[config.mk]
export PLATFORM = sky130hd
export DESIGN_NAME = core_amo_ctrl_flat
export DESIGN_NICKNAME = d
export VERILOG_FILES = /design/src/rtl/core_amo_ctrl_if.sv /design/src/rtl/core_amo_ctrl.sv /design/src/flat_wrapper.sv
export SDC_FILE = /design/constraint.sdc
export NUM_CORES = 1
export LEC_CHECK = 0
export ABC_AREA = 1
export BUFFER_PORTS_ARGS = -buffer_cell sky130_fd_sc_hd__buf_2
export CORE_ASPECT_RATIO = 1.4
export CORE_UTILIZATION = 35
export DETAILED_ROUTE_END_ITERATION = 16
export GPL_TIMING_DRIVEN = 0
export MAX_ROUTING_LAYER = met4
export SYNTH_ARGS = -nofsm -noshare
export SYNTH_HDL_FRONTEND = slang
export SYNTH_SLANG_ARGS = --single-unit
[constraint.sdc]
create_clock -name i_clk -period 3.7 [get_ports i_clk]
set_input_delay 0.74 -clock i_clk [delete_from_list [all_inputs] [get_ports i_clk]]
set_output_delay 0.74 -clock i_clk [all_outputs]
set_load 0.1 [all_outputs]
[src/rtl/core_amo_ctrl_if.sv]
// core_amo_ctrl_if -- bundle of every handshake/bus signal of the AMO controller.
//
// Core side : i_amo_req_valid/o_amo_req_ready request handshake with
//             i_amo_addr, i_amo_data, i_amo_op; o_amo_resp_valid/i_amo_resp_ready
//             response handshake with o_amo_resp_data, o_amo_resp_err.
// Memory side: o_mem_req_valid/i_mem_req_ready request handshake with o_mem_we,
//             o_mem_addr, o_mem_wdata; i_mem_rsp_valid with i_mem_rsp_data and
//             i_mem_rsp_err.
// Status     : o_busy.
// Signal names carry the controller's point of view (i_ = into controller).
// modport slave  : the AMO controller itself.
// modport master : the environment (core + memory) driving the controller.
interface core_amo_ctrl_if #(
  parameter int DATA_WIDTH = 64,
  parameter int ADDR_WIDTH = 32
);
  logic                  i_amo_req_valid;
  logic                  o_amo_req_ready;
  logic [ADDR_WIDTH-1:0] i_amo_addr;
  logic [DATA_WIDTH-1:0] i_amo_data;
  logic [3:0]            i_amo_op;
  logic                  o_amo_resp_valid;
  logic                  i_amo_resp_ready;
  logic [DATA_WIDTH-1:0] o_amo_resp_data;
  logic                  o_amo_resp_err;
  logic                  o_mem_req_valid;
  logic                  i_mem_req_ready;
  logic                  o_mem_we;
  logic [ADDR_WIDTH-1:0] o_mem_addr;
  logic [DATA_WIDTH-1:0] o_mem_wdata;
  logic                  i_mem_rsp_valid;
  logic [DATA_WIDTH-1:0] i_mem_rsp_data;
  logic                  i_mem_rsp_err;
  logic                  o_busy;

  modport slave (
    input  i_amo_req_valid, i_amo_addr, i_amo_data, i_amo_op, i_amo_resp_ready,
           i_mem_req_ready, i_mem_rsp_valid, i_mem_rsp_data, i_mem_rsp_err,
    output o_amo_req_ready, o_amo_resp_valid, o_amo_resp_data, o_amo_resp_err,
           o_mem_req_valid, o_mem_we, o_mem_addr, o_mem_wdata, o_busy
  );

  modport master (
    output i_amo_req_valid, i_amo_addr, i_amo_data, i_amo_op, i_amo_resp_ready,
           i_mem_req_ready, i_mem_rsp_valid, i_mem_rsp_data, i_mem_rsp_err,
    input  o_amo_req_ready, o_amo_resp_valid, o_amo_resp_data, o_amo_resp_err,
           o_mem_req_valid, o_mem_we, o_mem_addr, o_mem_wdata, o_busy
  );
endinterface

[src/rtl/core_amo_ctrl.sv]
// core_amo_ctrl -- executes one atomic memory operation at a time as a
// read-modify-write sequence against a simple request/response memory port.
//
// Ports:
//   i_clk  : sole clock, rising edge.
//   i_rst  : synchronous active-high reset; abandons any transaction in flight.
//   bus    : core_amo_ctrl_if.slave -- core request/response handshakes, memory
//            request/response handshakes and o_busy (see the interface file).
//
// Flow: IDLE -> RD_REQ -> RD_WAIT -> WR_REQ -> WR_WAIT -> RESP -> IDLE.
// Illegal op codes and misaligned addresses go straight IDLE -> RESP with
// an error and never touch memory. A read error skips the write.
module core_amo_ctrl #(
  parameter int DATA_WIDTH = 64,
  parameter int ADDR_WIDTH = 32
) (
  input logic           i_clk,
  input logic           i_rst,
  core_amo_ctrl_if.slave bus
);

  localparam logic [2:0] S_IDLE    = 3'd0;
  localparam logic [2:0] S_RD_REQ  = 3'd1;
  localparam logic [2:0] S_RD_WAIT = 3'd2;
  localparam logic [2:0] S_WR_REQ  = 3'd3;
  localparam logic [2:0] S_WR_WAIT = 3'd4;
  localparam logic [2:0] S_RESP    = 3'd5;

  localparam logic [3:0] OP_SWAP = 4'h0;
  localparam logic [3:0] OP_ADD  = 4'h1;
  localparam logic [3:0] OP_AND  = 4'h2;
  localparam logic [3:0] OP_OR   = 4'h3;
  localparam logic [3:0] OP_XOR  = 4'h4;
  localparam logic [3:0] OP_MAX  = 4'h5;
  localparam logic [3:0] OP_MIN  = 4'h6;
  localparam logic [3:0] OP_MAXU = 4'h7;
  localparam logic [3:0] OP_MINU = 4'h8;

  // Low address bits that must be zero for a naturally aligned access.
  localparam logic [ADDR_WIDTH-1:0] ALIGN_MASK = ADDR_WIDTH'(DATA_WIDTH / 8 - 1);

  logic [2:0]            state_q,     state_d;
  logic [ADDR_WIDTH-1:0] addr_q,      addr_d;
  logic [DATA_WIDTH-1:0] data_q,      data_d;
  logic [3:0]            op_q,        op_d;
  logic [DATA_WIDTH-1:0] wdata_q,     wdata_d;
  logic [DATA_WIDTH-1:0] resp_data_q, resp_data_d;
  logic                  resp_err_q,  resp_err_d;

  logic                  req_illegal;

  // Modify step of the read-modify-write. Op codes above MINU never reach
  // here because they are rejected at accept time.
  function automatic logic [DATA_WIDTH-1:0] amo_result(
    input logic [3:0]            op,
    input logic [DATA_WIDTH-1:0] old_v,
    input logic [DATA_WIDTH-1:0] core_v
  );
    logic signed [DATA_WIDTH-1:0] old_s;
    logic signed [DATA_WIDTH-1:0] core_s;
    logic [DATA_WIDTH-1:0]        res;
    old_s  = $signed(old_v);
    core_s = $signed(core_v);
    case (op)
      OP_SWAP: res = core_v;
      OP_ADD:  res = old_v + core_v;
      OP_AND:  res = old_v & core_v;
      OP_OR:   res = old_v | core_v;
      OP_XOR:  res = old_v ^ core_v;
      OP_MAX:  res = (old_s > core_s) ? old_v : core_v;
      OP_MIN:  res = (old_s < core_s) ? old_v : core_v;
      OP_MAXU: res = (old_v > core_v) ? old_v : core_v;
      OP_MINU: res = (old_v < core_v) ? old_v : core_v;
      default: res = core_v;
    endcase
    return res;
  endfunction

  assign req_illegal = (bus.i_amo_op > OP_MINU) || ((bus.i_amo_addr & ALIGN_MASK) != '0);

  always_comb begin
    state_d     = state_q;
    addr_d      = addr_q;
    data_d      = data_q;
    op_d        = op_q;
    wdata_d     = wdata_q;
    resp_data_d = resp_data_q;
    resp_err_d  = resp_err_q;
    case (state_q)
      S_IDLE: begin
        if (bus.i_amo_req_valid) begin
          addr_d      = bus.i_amo_addr;
          data_d      = bus.i_amo_data;
          op_d        = bus.i_amo_op;
          resp_data_d = '0;
          resp_err_d  = 1'b0;
          if (req_illegal) begin
            resp_err_d = 1'b1;
            state_d    = S_RESP;
          end else begin
            state_d = S_RD_REQ;
          end
        end
      end
      S_RD_REQ: begin
        if (bus.i_mem_req_ready) state_d = S_RD_WAIT;
      end
      S_RD_WAIT: begin
        if (bus.i_mem_rsp_valid) begin
          resp_data_d = bus.i_mem_rsp_data;
          if (bus.i_mem_rsp_err) begin
            resp_err_d = 1'b1;
            state_d    = S_RESP;
          end else begin
            // Write data is captured once here so it stays stable under stalls.
            wdata_d = amo_result(op_q, bus.i_mem_rsp_data, data_q);
            state_d = S_WR_REQ;
          end
        end
      end
      S_WR_REQ: begin
        if (bus.i_mem_req_ready) state_d = S_WR_WAIT;
      end
      S_WR_WAIT: begin
        if (bus.i_mem_rsp_valid) begin
          resp_err_d = bus.i_mem_rsp_err;
          state_d    = S_RESP;
        end
      end
      S_RESP: begin
        if (bus.i_amo_resp_ready) state_d = S_IDLE;
      end
      default: state_d = S_IDLE;
    endcase
  end

  always_ff @(posedge i_clk) begin
    if (i_rst) begin
      state_q     <= S_IDLE;
      addr_q      <= '0;
      data_q      <= '0;
      op_q        <= '0;
      wdata_q     <= '0;
      resp_data_q <= '0;
      resp_err_q  <= 1'b0;
    end else begin
      state_q     <= state_d;
      addr_q      <= addr_d;
      data_q      <= data_d;
      op_q        <= op_d;
      wdata_q     <= wdata_d;
      resp_data_q <= resp_data_d;
      resp_err_q  <= resp_err_d;
    end
  end

  // Memory-side fields are forced to zero whenever no request is presented.
  assign bus.o_amo_req_ready  = (state_q == S_IDLE);
  assign bus.o_busy           = (state_q != S_IDLE);
  assign bus.o_amo_resp_valid = (state_q == S_RESP);
  assign bus.o_amo_resp_data  = resp_data_q;
  assign bus.o_amo_resp_err   = resp_err_q;
  assign bus.o_mem_req_valid  = (state_q == S_RD_REQ) || (state_q == S_WR_REQ);
  assign bus.o_mem_we         = (state_q == S_WR_REQ);
  assign bus.o_mem_addr       = bus.o_mem_req_valid ? addr_q : '0;
  assign bus.o_mem_wdata      = (state_q == S_WR_REQ) ? wdata_q : '0;

endmodule

[src/flat_wrapper.sv]
// flat-port wrapper written by rule: the top's interface ports become plain ports
module core_amo_ctrl_flat 
#(
  parameter int DATA_WIDTH = 64,
  parameter int ADDR_WIDTH = 32
)
  (i_clk, i_rst, bus_i_amo_req_valid, bus_i_amo_addr, bus_i_amo_data, bus_i_amo_op, bus_i_amo_resp_ready, bus_i_mem_req_ready, bus_i_mem_rsp_valid, bus_i_mem_rsp_data, bus_i_mem_rsp_err, bus_o_amo_req_ready, bus_o_amo_resp_valid, bus_o_amo_resp_data, bus_o_amo_resp_err, bus_o_mem_req_valid, bus_o_mem_we, bus_o_mem_addr, bus_o_mem_wdata, bus_o_busy);
  core_amo_ctrl_if #(.DATA_WIDTH(DATA_WIDTH), .ADDR_WIDTH(ADDR_WIDTH)) bus_i ();
  input logic i_clk;
  input logic i_rst;
  input wire logic [$bits(bus_i.i_amo_req_valid)-1:0] bus_i_amo_req_valid;
  input wire logic [$bits(bus_i.i_amo_addr)-1:0] bus_i_amo_addr;
  input wire logic [$bits(bus_i.i_amo_data)-1:0] bus_i_amo_data;
  input wire logic [$bits(bus_i.i_amo_op)-1:0] bus_i_amo_op;
  input wire logic [$bits(bus_i.i_amo_resp_ready)-1:0] bus_i_amo_resp_ready;
  input wire logic [$bits(bus_i.i_mem_req_ready)-1:0] bus_i_mem_req_ready;
  input wire logic [$bits(bus_i.i_mem_rsp_valid)-1:0] bus_i_mem_rsp_valid;
  input wire logic [$bits(bus_i.i_mem_rsp_data)-1:0] bus_i_mem_rsp_data;
  input wire logic [$bits(bus_i.i_mem_rsp_err)-1:0] bus_i_mem_rsp_err;
  output wire logic [$bits(bus_i.o_amo_req_ready)-1:0] bus_o_amo_req_ready;
  output wire logic [$bits(bus_i.o_amo_resp_valid)-1:0] bus_o_amo_resp_valid;
  output wire logic [$bits(bus_i.o_amo_resp_data)-1:0] bus_o_amo_resp_data;
  output wire logic [$bits(bus_i.o_amo_resp_err)-1:0] bus_o_amo_resp_err;
  output wire logic [$bits(bus_i.o_mem_req_valid)-1:0] bus_o_mem_req_valid;
  output wire logic [$bits(bus_i.o_mem_we)-1:0] bus_o_mem_we;
  output wire logic [$bits(bus_i.o_mem_addr)-1:0] bus_o_mem_addr;
  output wire logic [$bits(bus_i.o_mem_wdata)-1:0] bus_o_mem_wdata;
  output wire logic [$bits(bus_i.o_busy)-1:0] bus_o_busy;
  assign bus_i.i_amo_req_valid = bus_i_amo_req_valid;
  assign bus_i.i_amo_addr = bus_i_amo_addr;
  assign bus_i.i_amo_data = bus_i_amo_data;
  assign bus_i.i_amo_op = bus_i_amo_op;
  assign bus_i.i_amo_resp_ready = bus_i_amo_resp_ready;
  assign bus_i.i_mem_req_ready = bus_i_mem_req_ready;
  assign bus_i.i_mem_rsp_valid = bus_i_mem_rsp_valid;
  assign bus_i.i_mem_rsp_data = bus_i_mem_rsp_data;
  assign bus_i.i_mem_rsp_err = bus_i_mem_rsp_err;
  assign bus_o_amo_req_ready = bus_i.o_amo_req_ready;
  assign bus_o_amo_resp_valid = bus_i.o_amo_resp_valid;
  assign bus_o_amo_resp_data = bus_i.o_amo_resp_data;
  assign bus_o_amo_resp_err = bus_i.o_amo_resp_err;
  assign bus_o_mem_req_valid = bus_i.o_mem_req_valid;
  assign bus_o_mem_we = bus_i.o_mem_we;
  assign bus_o_mem_addr = bus_i.o_mem_addr;
  assign bus_o_mem_wdata = bus_i.o_mem_wdata;
  assign bus_o_busy = bus_i.o_busy;
  core_amo_ctrl #(.DATA_WIDTH(DATA_WIDTH), .ADDR_WIDTH(ADDR_WIDTH)) u_core (.i_clk(i_clk), .i_rst(i_rst), .bus(bus_i));
endmodule
# After elaboration in Yosys (flattened, before gate mapping)

Cells that the tools add are included.
W data, S select, Z words.

Input bits: 171
Register bits after elaboration: 232
Bits in read-only memories: 0
Output and inout bits: 166
Word-level logic and storage cells: 74
RAM bits: 0
Bits in latches: 0
Memories kept: 0

Multipliers: 0
Bitwise operators: 4
$lt $le $gt $ge: 5
Mux-type cells: 25
Divide/modulo/power cells: 0
Reductions and logical operators: 12
Shifts and indexed selects: 0
$add $sub $neg: 1
Equality and inequality tests: 20

Operators with widths:

| kind                 | number |
|---|---|
| $pmux W64 S8         | 1 |
| $mux W64             | 7 |
| $gt A64 B64 Y1       | 2 |
| $lt A64 B64 Y1       | 2 |
| $pmux W64 S2         | 1 |
| $add A64 B64 Y64     | 1 |
| $and A64 B64 Y64     | 1 |
| $or A64 B64 Y64      | 1 |
| $xor A64 B64 Y64     | 1 |
| $mux W32             | 1 |
| $reduce_bool A32 Y1  | 1 |
| $mux W3              | 8 |
| $pmux W3 S6          | 1 |
| $eq A4 B3 Y1 const B | 4 |
| $ne A2 B2 Y1 const B | 7 |
| $eq A4 B2 Y1 const B | 2 |
| $eq A3 B2 Y1 const B | 2 |
| $eq A3 B3 Y1 const B | 2 |
| $reduce_and A3 Y1    | 2 |
| $reduce_and A6 Y1    | 1 |
| $reduce_bool A3 Y1   | 2 |
| $mux W1              | 5 |
| $reduce_and A5 Y1    | 1 |
| $eq A4 B1 Y1 const B | 1 |
| other kinds (9)      | 10 |

# Depth between registers and ports, before layout

Gate-level depths: netlist (run 1).

Word-level depth: 5
Mapped depth: 25

# Least setup slack after synthesis (run 1)

OpenSTA, ideal clock, no wires.

Kind: flip-flop to output port
From: register u_core.state_q[0]
To: output bus_o_mem_wdata[23]
Required time: 2.960 ns
Data arrival time: 5.460 ns
Stages on the path, launching flop included: 9
Path slack: -2.500 ns
Cell sequence: dfxtp_1 inv_1 nor2_1 clkinv_1 nor2_1 inv_1 clkbuf_1 buf_1 nor2_1

Word-level cells in the longest chain between the ends: 2

Ends and longest elaborated chain:

| item                     | RTL line             | source |
|---|---|---|
| start: declaration       | core_amo_ctrl.sv:42  | `logic [2:0] state_q, state_d;` |
| start signal: assignment | core_amo_ctrl.sv:147 | `state_q <= state_d;` |
| $eq A3 B2 Y1             | --                   |  |
| net bus_o_mem_we         | flat_wrapper.sv:25   | `output wire logic [$bits(bus_i.o_mem_we)-1:0] bus_o_mem_we;` |
| $mux W64                 | core_amo_ctrl.sv:166 | `assign bus.o_mem_wdata = (state_q == S_WR_REQ) ? wdata_q : '0;` |
| end: declaration         | flat_wrapper.sv:27   | `output wire logic [$bits(bus_i.o_mem_wdata)-1:0] bus_o_mem_wdata;` |

The timed path passes the listed nets, and every way through them passes these cells.

# Final worst setup path (run 1)

From: register u_core.data_q[44]
To: register u_core.wdata_q[22]

Word-level cells in the longest chain between the ends: 3
Elaborated cells between the ends (all ways): 9
Classes of those cells: 4 x order compare; 5 x mux

Ends and longest elaborated chain:

| item                                         | RTL line             | source |
|---|---|---|
| start: declaration                           | core_amo_ctrl.sv:44  | `logic [DATA_WIDTH-1:0] data_q, data_d;` |
| start signal: assignment                     | core_amo_ctrl.sv:149 | `data_q <= data_d;` |
| $lt A64 B64 Y1, or another cell as far along | core_amo_ctrl.sv:73  | `OP_MINU: res = (old_v < core_v) ? old_v : core_v;` |
| $mux W64, on equally long branches           | --                   |  |
| $pmux W64 S8 *                               | core_amo_ctrl.sv:64  | `case (op)` |
| end signal: assignment                       | core_amo_ctrl.sv:151 | `wdata_q <= wdata_d;` |
| end: declaration                             | core_amo_ctrl.sv:46  | `logic [DATA_WIDTH-1:0] wdata_q, wdata_d;` |

Mark *: on every way between the ends. The rest lies on a longest branch, timed or not.
A chain may end at the register's enable or synchronous reset.

==> results of run 1 <==
## through the flow
step	setup slack [ps]	instance area, um2	total power (uW)
final	-28.9	24400	15000
after global routing	0.774	24400	15900
after CTS	3.79	24100	14800
after detailed placement	-1060	23200	12200
after global placement	-1050	23200	12200
after floorplan	-17.1	20600	9210
## path summary, 6_finish.rpt
| kind | cells past startpoint | endpoint | slack (ps) | start |
|---|---|---|---|---|
| worst max-delay path | 17 | u_core.wdata_q[22]$_SDFFE_PP0P_ | -30 | u_core.data_q[44]$_SDFFE_PP0P_ |
| worst min-delay path | 3 | u_core.data_q[55]$_SDFFE_PP0P_ | 430 | bus_i_amo_data[55] |
| worst max register to register | 17 | u_core.wdata_q[22]$_SDFFE_PP0P_ | -30 | u_core.data_q[44]$_SDFFE_PP0P_ |
| worst min register to register | 2 | u_core.addr_q[30]$_SDFFE_PP0P_ | 450 | u_core.addr_q[30]$_SDFFE_PP0P_ |
## logic make-up after synthesis
logic type / after synthesis / synth area share [%]
fa+ha+maj: 193 / 12.0
flops: 232 / 23.1
buf+inv: 623 / 12.0
compound gates: 897 / 24.5
simple gates: 1339 / 28.2
xor+xnor: 1 / 0.0436
## metal layers
layer	part of all wire [%]	global-route usage [%]
met3	6.2	4.27
met2	48	56.5
met4	6.0	17.9
met1	40	38.8
met5	0	-
## cells in the mapped netlist, types with 21 or more instances
master	n	area share (%)
nand2_1	557	10
inv_1	445	8.3
nor2_1	426	7.9
a21oi_1	400	10
o21ai_0	318	7.9
nand3_1	243	6.0
dfxtp_1	232	23
ha_1	192	12
clkbuf_1	117	2.2
nand4_1	41	1.3
o22ai_1	31	0.96
a221oi_1	28	1.2
nor3_1	25	0.62
o21bai_1	25	0.93
o211ai_1	21	0.78
## cell type report
type / count / share of cell area, %
well taps: 735 / 3.77
repair buffers: 346 / 7.73
clock buffers: 40 / 3.04
diodes: 7 / 0.0718
flip-flops and latches: 232 / 19.1
multi-input cells: 2430 / 55.9
clock inverters: 4 / 0.108
plain buffers: 162 / 3.17
inverters: 460 / 7.12
## flip-flops by register name, summed over array words and instances (netlist names)
name,cells
u_core.op_q,4
u_core.bus.o_amo_resp_data,64
u_core.data_q,64
u_core.addr_q,32
u_core.state_q,3
u_core.bus.o_amo_resp_err,1
u_core.wdata_q,64
## worst max-delay path, stage by stage, from the launching register on
cell	delay, ps
dfxtp_1	360
inv_1	100
ha_1	350
inv_1	130
nand4_1	180
nor2_2	200
nand4_1	360
nor2_4	310
buf_4	160
nand3b_4	200
a21boi_1	240
nand2_4	130
nand3_4	180
buf_4	260
nand2_1	70
nand4_1	80
nor2_1	210
nor2_1	60
## where the power goes
| part | internal (uW) | switching, uW | leakage [uW] |
|---|---|---|---|
| combinational | 2390 | 6870 | 0.00841 |
| clock | 1360 | 1130 | 0.000374 |
| sequential | 2940 | 320 | 0.00189 |
| total | 6690 | 8320 | 0.0107 |
## what timing repair did
item,4_1_cts,5_1_grt
pin swaps,5,8
endpoints found under the setup margin,111,113
endpoints found under the hold margin,0,0
gates resized for setup,31,99
buffers inserted,7,4
gates cloned,0,0
==> out/qor.csv, run 1 <==
stage;metric;value;unit
run_status;status;finished with violations;
run_status;violations;capacitance limit, slew limit, setup timing;
timing;finalHoldViolations;0;
route;route.detailed.drc;0;
cts;tritoncts;yes;
floorplanning;die_x;205;um
yosys;yosysSeqAreaShare;23.1;%
cts;clk_pin_slew;70;ps
cts;htreeDepth;1;
power;total_leakage_power;0.0107;uW
power;vdd_drop_max;0.000361;V
floorplanning;io_pins;337;
timing;setup_viol;3;
timing;fin_ws;-28.9;ps
grt;grt_pass1_vias;23027;
critical_path;start_kind;flop;
grt;track_usage;33.7;%
finish;final_common_cell;nand2_1;
finish;instances_no_fill;4416;
route;num_vias;24074;
yosys;netlist_area;20100;um2
grt;grt_pass1_wl;144;mm
timing;timing.slew.headroom;-9.03;%
cts;cts-root-buf;clkbuf_16;
finish;multi_input_area;13600;um2
yosys;syn-num-nets;3649;
cts;cts.sinks;232;
floorplanning;rows;103;
timing;fin_crit_sh;101;%
min_path;min-delay-path-class;input port to flop;
place;port_buffers;335;
yosys;ys.flop_type;dfxtp_1;
grt;grt_max_degree;13;
floorplanning;die_h;286;um
finish;drive_above_1_share;15.7;%
flow_run;drv_cap;1;
critical_path;arrival;4180;ps
timing;fin_skew;29.7;ps
critical_path;cp-end-kind;flop;
place;place_congestion;1.06;
yosys;avgSynthCellArea;6.12;um2
finish;synthToLayoutAreaGrowth;21.2;%
cts;cts_hold_buf;0;
yosys;ys_ff_latch;232;
cts;cts_inserted_buffers;25;
place;hpwlAfterDp;78.0;mm
route;drt_wl_total;98.3;mm
finish;n_fill_cell;6374;
timing;hold_slack;426;ps
grt;antenna_found_initial;8;
critical_path;crit_fanout;10;
finish;final_cell_mix;556 x nand2_1, 439 x inv_1, 398 x a21oi_1, 353 x nor2_1, 315 x o21ai_0;
timing;rsz0062_at_grt;false;
timing;period_minus_slack;3730;ps
floorplanning;core;56600;um2
timing;slew_viol_final;11;
floorplanning;design.die.area;58400;um2
critical_path;required;4150;ps
floorplanning;start_util;35.6;%
finish;utilization;43.1;%
yosys;syn_inst;3285;
yosys;async_flop_share;0;%
finish;seq_area;4650;um2
finish;fin_nets;4021;
cts;clockBufferDepth;3;
critical_path;path_class;flop to flop;
timing;setup_tns;-35.0;ps
route;wire_per_inst;22.3;um
route;first_pass_iters;8;
power;cellPowerDensity;615;nW/um2
route;drt_iter0_drc;1808;
yosys;ys_warn_count;0;
timing;fmax;268;MHz
place;dpl.cell_count;4355;
cts;worstSkewPairLatency;590;ps
yosys;synth_cell_types;56;
route;ant_nets;0;
yosys;synth_edf_count;0;
timing;tightest_slew;1640;ps
route;avgViaCountPerCell;5.45;
grt;grt_overflow;0;
No activity file was read; power rests on OpenSTA's default activity.
==> run 2, diff against run 1 <==
BUFFER_PORTS_ARGS = -buffer_cell sky130_fd_sc_hd__buf_4   (was -buffer_cell sky130_fd_sc_hd__buf_2)
CELL_PAD_IN_SITES_DETAIL_PLACEMENT = 0   (was not set)
CELL_PAD_IN_SITES_GLOBAL_PLACEMENT = 1   (was not set)
PLACE_DENSITY_LB_ADDON = 0.1   (was not set)
==> run 2 against run 1 <==
  * The run ends with capacitance limit, slew limit left
  * Clock skew down 11 ps
  * Global-route usage increased by 2.1 points
  * Cell area increased by 3.7%
  * Critical endpoint is now u_core.wdata_q[61]$_SDFFE_PP0P_
  * Largest cell class unchanged
==> out/qor.csv, run 2 (same netlist as run 1, synthesis figures left out) <==
stage;metric;value;unit;change
timing;fmax;271;MHz;was 268 MHz
min_path;hold_depth;3;;unchanged
cts;cts_inserted_buffers;27;;was 25
critical_path;cp_top_family;buffers and inverters;;was simple AND/OR/NAND/NOR gates
place;port_buffers;335;;unchanged
route;avgViaCountPerCell;5.48;;was 5.45
grt;antenna_found_initial;7;;was 8
floorplanning;die_x;205;um;unchanged
timing;tightest_slew;1530;ps;was 1640 ps
critical_path;worst_path_max_delay_cell;buf_1;;was dfxtp_1
finish;fin_nets;4028;;was 4021
floorplanning;rows;103;;unchanged
min_path;worstHoldStart;bus_i_amo_addr[21];;was bus_i_amo_data[55]
cts;clockBufferDepth;3;;unchanged
critical_path;cp-end-kind;flop;;unchanged
timing;slew_viol_final;11;;unchanged
floorplanning;start_util;35.6;%;unchanged
floorplanning;die_h;286;um;unchanged
power;cellPowerDensity;615;nW/um2;about the same
cts;cts_hold_buf;0;;unchanged
timing;period_minus_slack;3680;ps;was 3730 ps
finish;final_cell_mix;554 x nand2_1, 436 x inv_1, 398 x a21oi_1, 358 x buf_4, 351 x nor2_1;;was 556 x nand2_1, 439 x inv_1, 398 x a21oi_1, 353 x nor2_1, 315 x o21ai_0
cts;tritoncts;yes;;unchanged
timing;fin_crit_sh;99.6;%;was 101%
critical_path;r2r_start;u_core.op_q[1]$_SDFFE_PP0P_;;was u_core.data_q[44]$_SDFFE_PP0P_
min_path;min_to;u_core.addr_q[21]$_SDFFE_PP0P_;;was u_core.data_q[55]$_SDFFE_PP0P_
cts;worstSkewPairLatency;590;ps;about the same
critical_path;start_kind;flop;;unchanged
finish;drive_above_1_share;16.5;%;was 15.7%
timing;finalHoldViolations;0;;unchanged
cts;cts-root-buf;clkbuf_16;;unchanged
critical_path;arrival;4210;ps;was 4180 ps
route;drt_wl_total;104;mm;was 98.3 mm
place;placed_area;24000;um2;was 23200 um2
route;drt_iter0_drc;1761;;was 1808
cts;htreeDepth;1;;unchanged
floorplanning;core;56600;um2;unchanged
grt;grt_max_degree;14;;was 13
cts;cts.sinks;232;;unchanged
timing;setup_viol;0;;was 3
route;route.detailed.drc;0;;unchanged
run_status;violations;capacitance limit, slew limit;;was capacitance limit, slew limit, setup timing
route;num_vias;24231;;was 24074
min_path;min-delay-path-class;input port to flop;;unchanged
critical_path;critPathMaxStageDelay;1050;ps;was 360 ps
power;vdd_drop_max;0.000422;V;was 0.000361 V
finish;n_fill_cell;6115;;was 6374
finish;final_common_cell;nand2_1;;unchanged
place;hpwlAfterDp;83.1;mm;was 78.0 mm
route;wire_per_inst;23.6;um;was 22.3 um
critical_path;cp_num_buf_inv;4;;unchanged
critical_path;crit_path_cell_trace;inv_1 > nor2_1 > nand2_1 > inv_1 > clkbuf_1 > buf_1 > a221oi_1 > nand4_1 > nor2_1 > nand2_1 > nor2_4 > nor2_1;;was inv_1 > ha_1 > inv_1 > nand4_1 > nor2_2 > nand4_1 > nor2_4 > buf_4 > nand3b_4 > a21boi_1 > nand2_4 > nand3_4 > buf_4 > nand2_1 > nand4_1 > nor2_1 > nor2_1
grt;track_usage;35.8;%;was 33.7%
flow_run;drv_cap;1;;unchanged
floorplanning;io_pins;337;;unchanged
timing;hold_slack;434;ps;was 426 ps
route;ant_nets;0;;unchanged
finish;utilization;44.7;%;was 43.1%
place;place_congestion;1.01;;was 1.06
timing;fin_skew;18.4;ps;was 29.7 ps
critical_path;cpMostUsedCell;nor2_1;;was nand4_1
timing;rsz0062_at_grt;false;;unchanged
grt;grt_pass1_vias;23374;;was 23027
finish;synthToLayoutAreaGrowth;25.8;%;was 21.2%
run_status;status;finished with violations;;unchanged
critical_path;path_class;flop to flop;;unchanged
cts;clk_pin_slew;60;ps;was 70 ps
grt;grt_pass1_wl;151;mm;was 144 mm
power;total_leakage_power;0.0109;uW;was 0.0107 uW
critical_path;crit_fanout;10;;unchanged
timing;setup_tns;0;ps;was -35.0 ps
critical_path;r2r_slack;20;ps;was -30 ps
critical_path;r2r-end;u_core.wdata_q[61]$_SDFFE_PP0P_;;was u_core.wdata_q[22]$_SDFFE_PP0P_
power;power;15500;uW;was 15000 uW
finish;final_cell_area;25300;um2;was 24400 um2
timing;timing.slew.headroom;-2.11;%;was -9.03%
grt;grt_overflow;0;;unchanged
critical_path;r2r_cells;12;;was 17
route;first_pass_iters;5;;was 8
critical_path;required;4220;ps;was 4150 ps
floorplanning;design.die.area;58400;um2;unchanged
run 2: changes by cell type in the layout (fill, tap and decap cells not counted), moves of 6 or more:
cell	previous run	this run
buf_2	297	13
clkbuf_4	57	7
ha_1	182	176
clkbuf_1	116	109
buf_4	21	358
run 2: worst max-delay path by stage:
stage                                              start                              end  slack, ps  cells past startpoint
after global placement            bus_i_mem_rsp_data[47]  u_core.wdata_q[63]$_SDFFE_PP0P_      -1210                     16
after global routing      u_core.data_q[45]$_SDFFE_PP0P_  u_core.wdata_q[63]$_SDFFE_PP0P_          3                     16
after detailed placement          bus_i_mem_rsp_data[47]  u_core.wdata_q[63]$_SDFFE_PP0P_      -1200                     16
final                        u_core.op_q[1]$_SDFFE_PP0P_  u_core.wdata_q[61]$_SDFFE_PP0P_         20                     12
after floorplan           u_core.state_q[0]$_SDFFE_PP0P_              bus_o_mem_wdata[10]        -20                      7
after CTS                 u_core.state_q[2]$_SDFFE_PP0P_  u_core.wdata_q[61]$_SDFFE_PP0P_          2                     10
run 2: layout make-up:
type | instances | area (um2) | share of cell area (%)
Antenna cell | 4 | 10.0 | 0.0396
Multi-Input combinational cell | 2430 | 13700 | 54.2
Timing Repair Buffer | 352 | 2660 | 10.5
Sequential cell | 232 | 4650 | 18.4
Clock buffer | 37 | 763 | 3.02
Clock inverter | 8 | 77.6 | 0.307
Tap cell | 735 | 920 | 3.64
Inverter | 460 | 1740 | 6.88
Buffer | 161 | 768 | 3.04
run 2: stage by stage:
step                      cells  setup slack [ps]
after detailed placement   4355             -1200
after CTS                  4411              2.50
after global placement     4355             -1210
after global routing       4418              2.65
after floorplan            3285             -17.1
final                      4419              15.4
run 2: per-layer routing:
layer,up-vias,part of all wire (%),track usage (%)
met5,-,0,-
met4,0,6.0,18.5
met3,206,5.6,3.92
met2,864,48,60.2
met1,11548,40,41.6
li1,11613,-,-
run 2: report_power, final:
group | total, uW | leakage [uW] | internal [uW] | switching (uW)
clock | 2660 | 0.000410 | 1500 | 1160
combinational | 9620 | 0.00862 | 2540 | 7080
sequential | 3270 | 0.00189 | 2940 | 331
total | 15500 | 0.0109 | 6980 | 8570
run 2: repair_timing:
item,CTS,global route
gates resized for setup,42,61
setup endpoints to repair,64,86
buffers inserted,11,6
pin swaps,7,10
run 2: worst min-delay path, delay by kind of cell:
kind	cells	cell delay, ps
compound gates	2	170
buf+inv	1	80
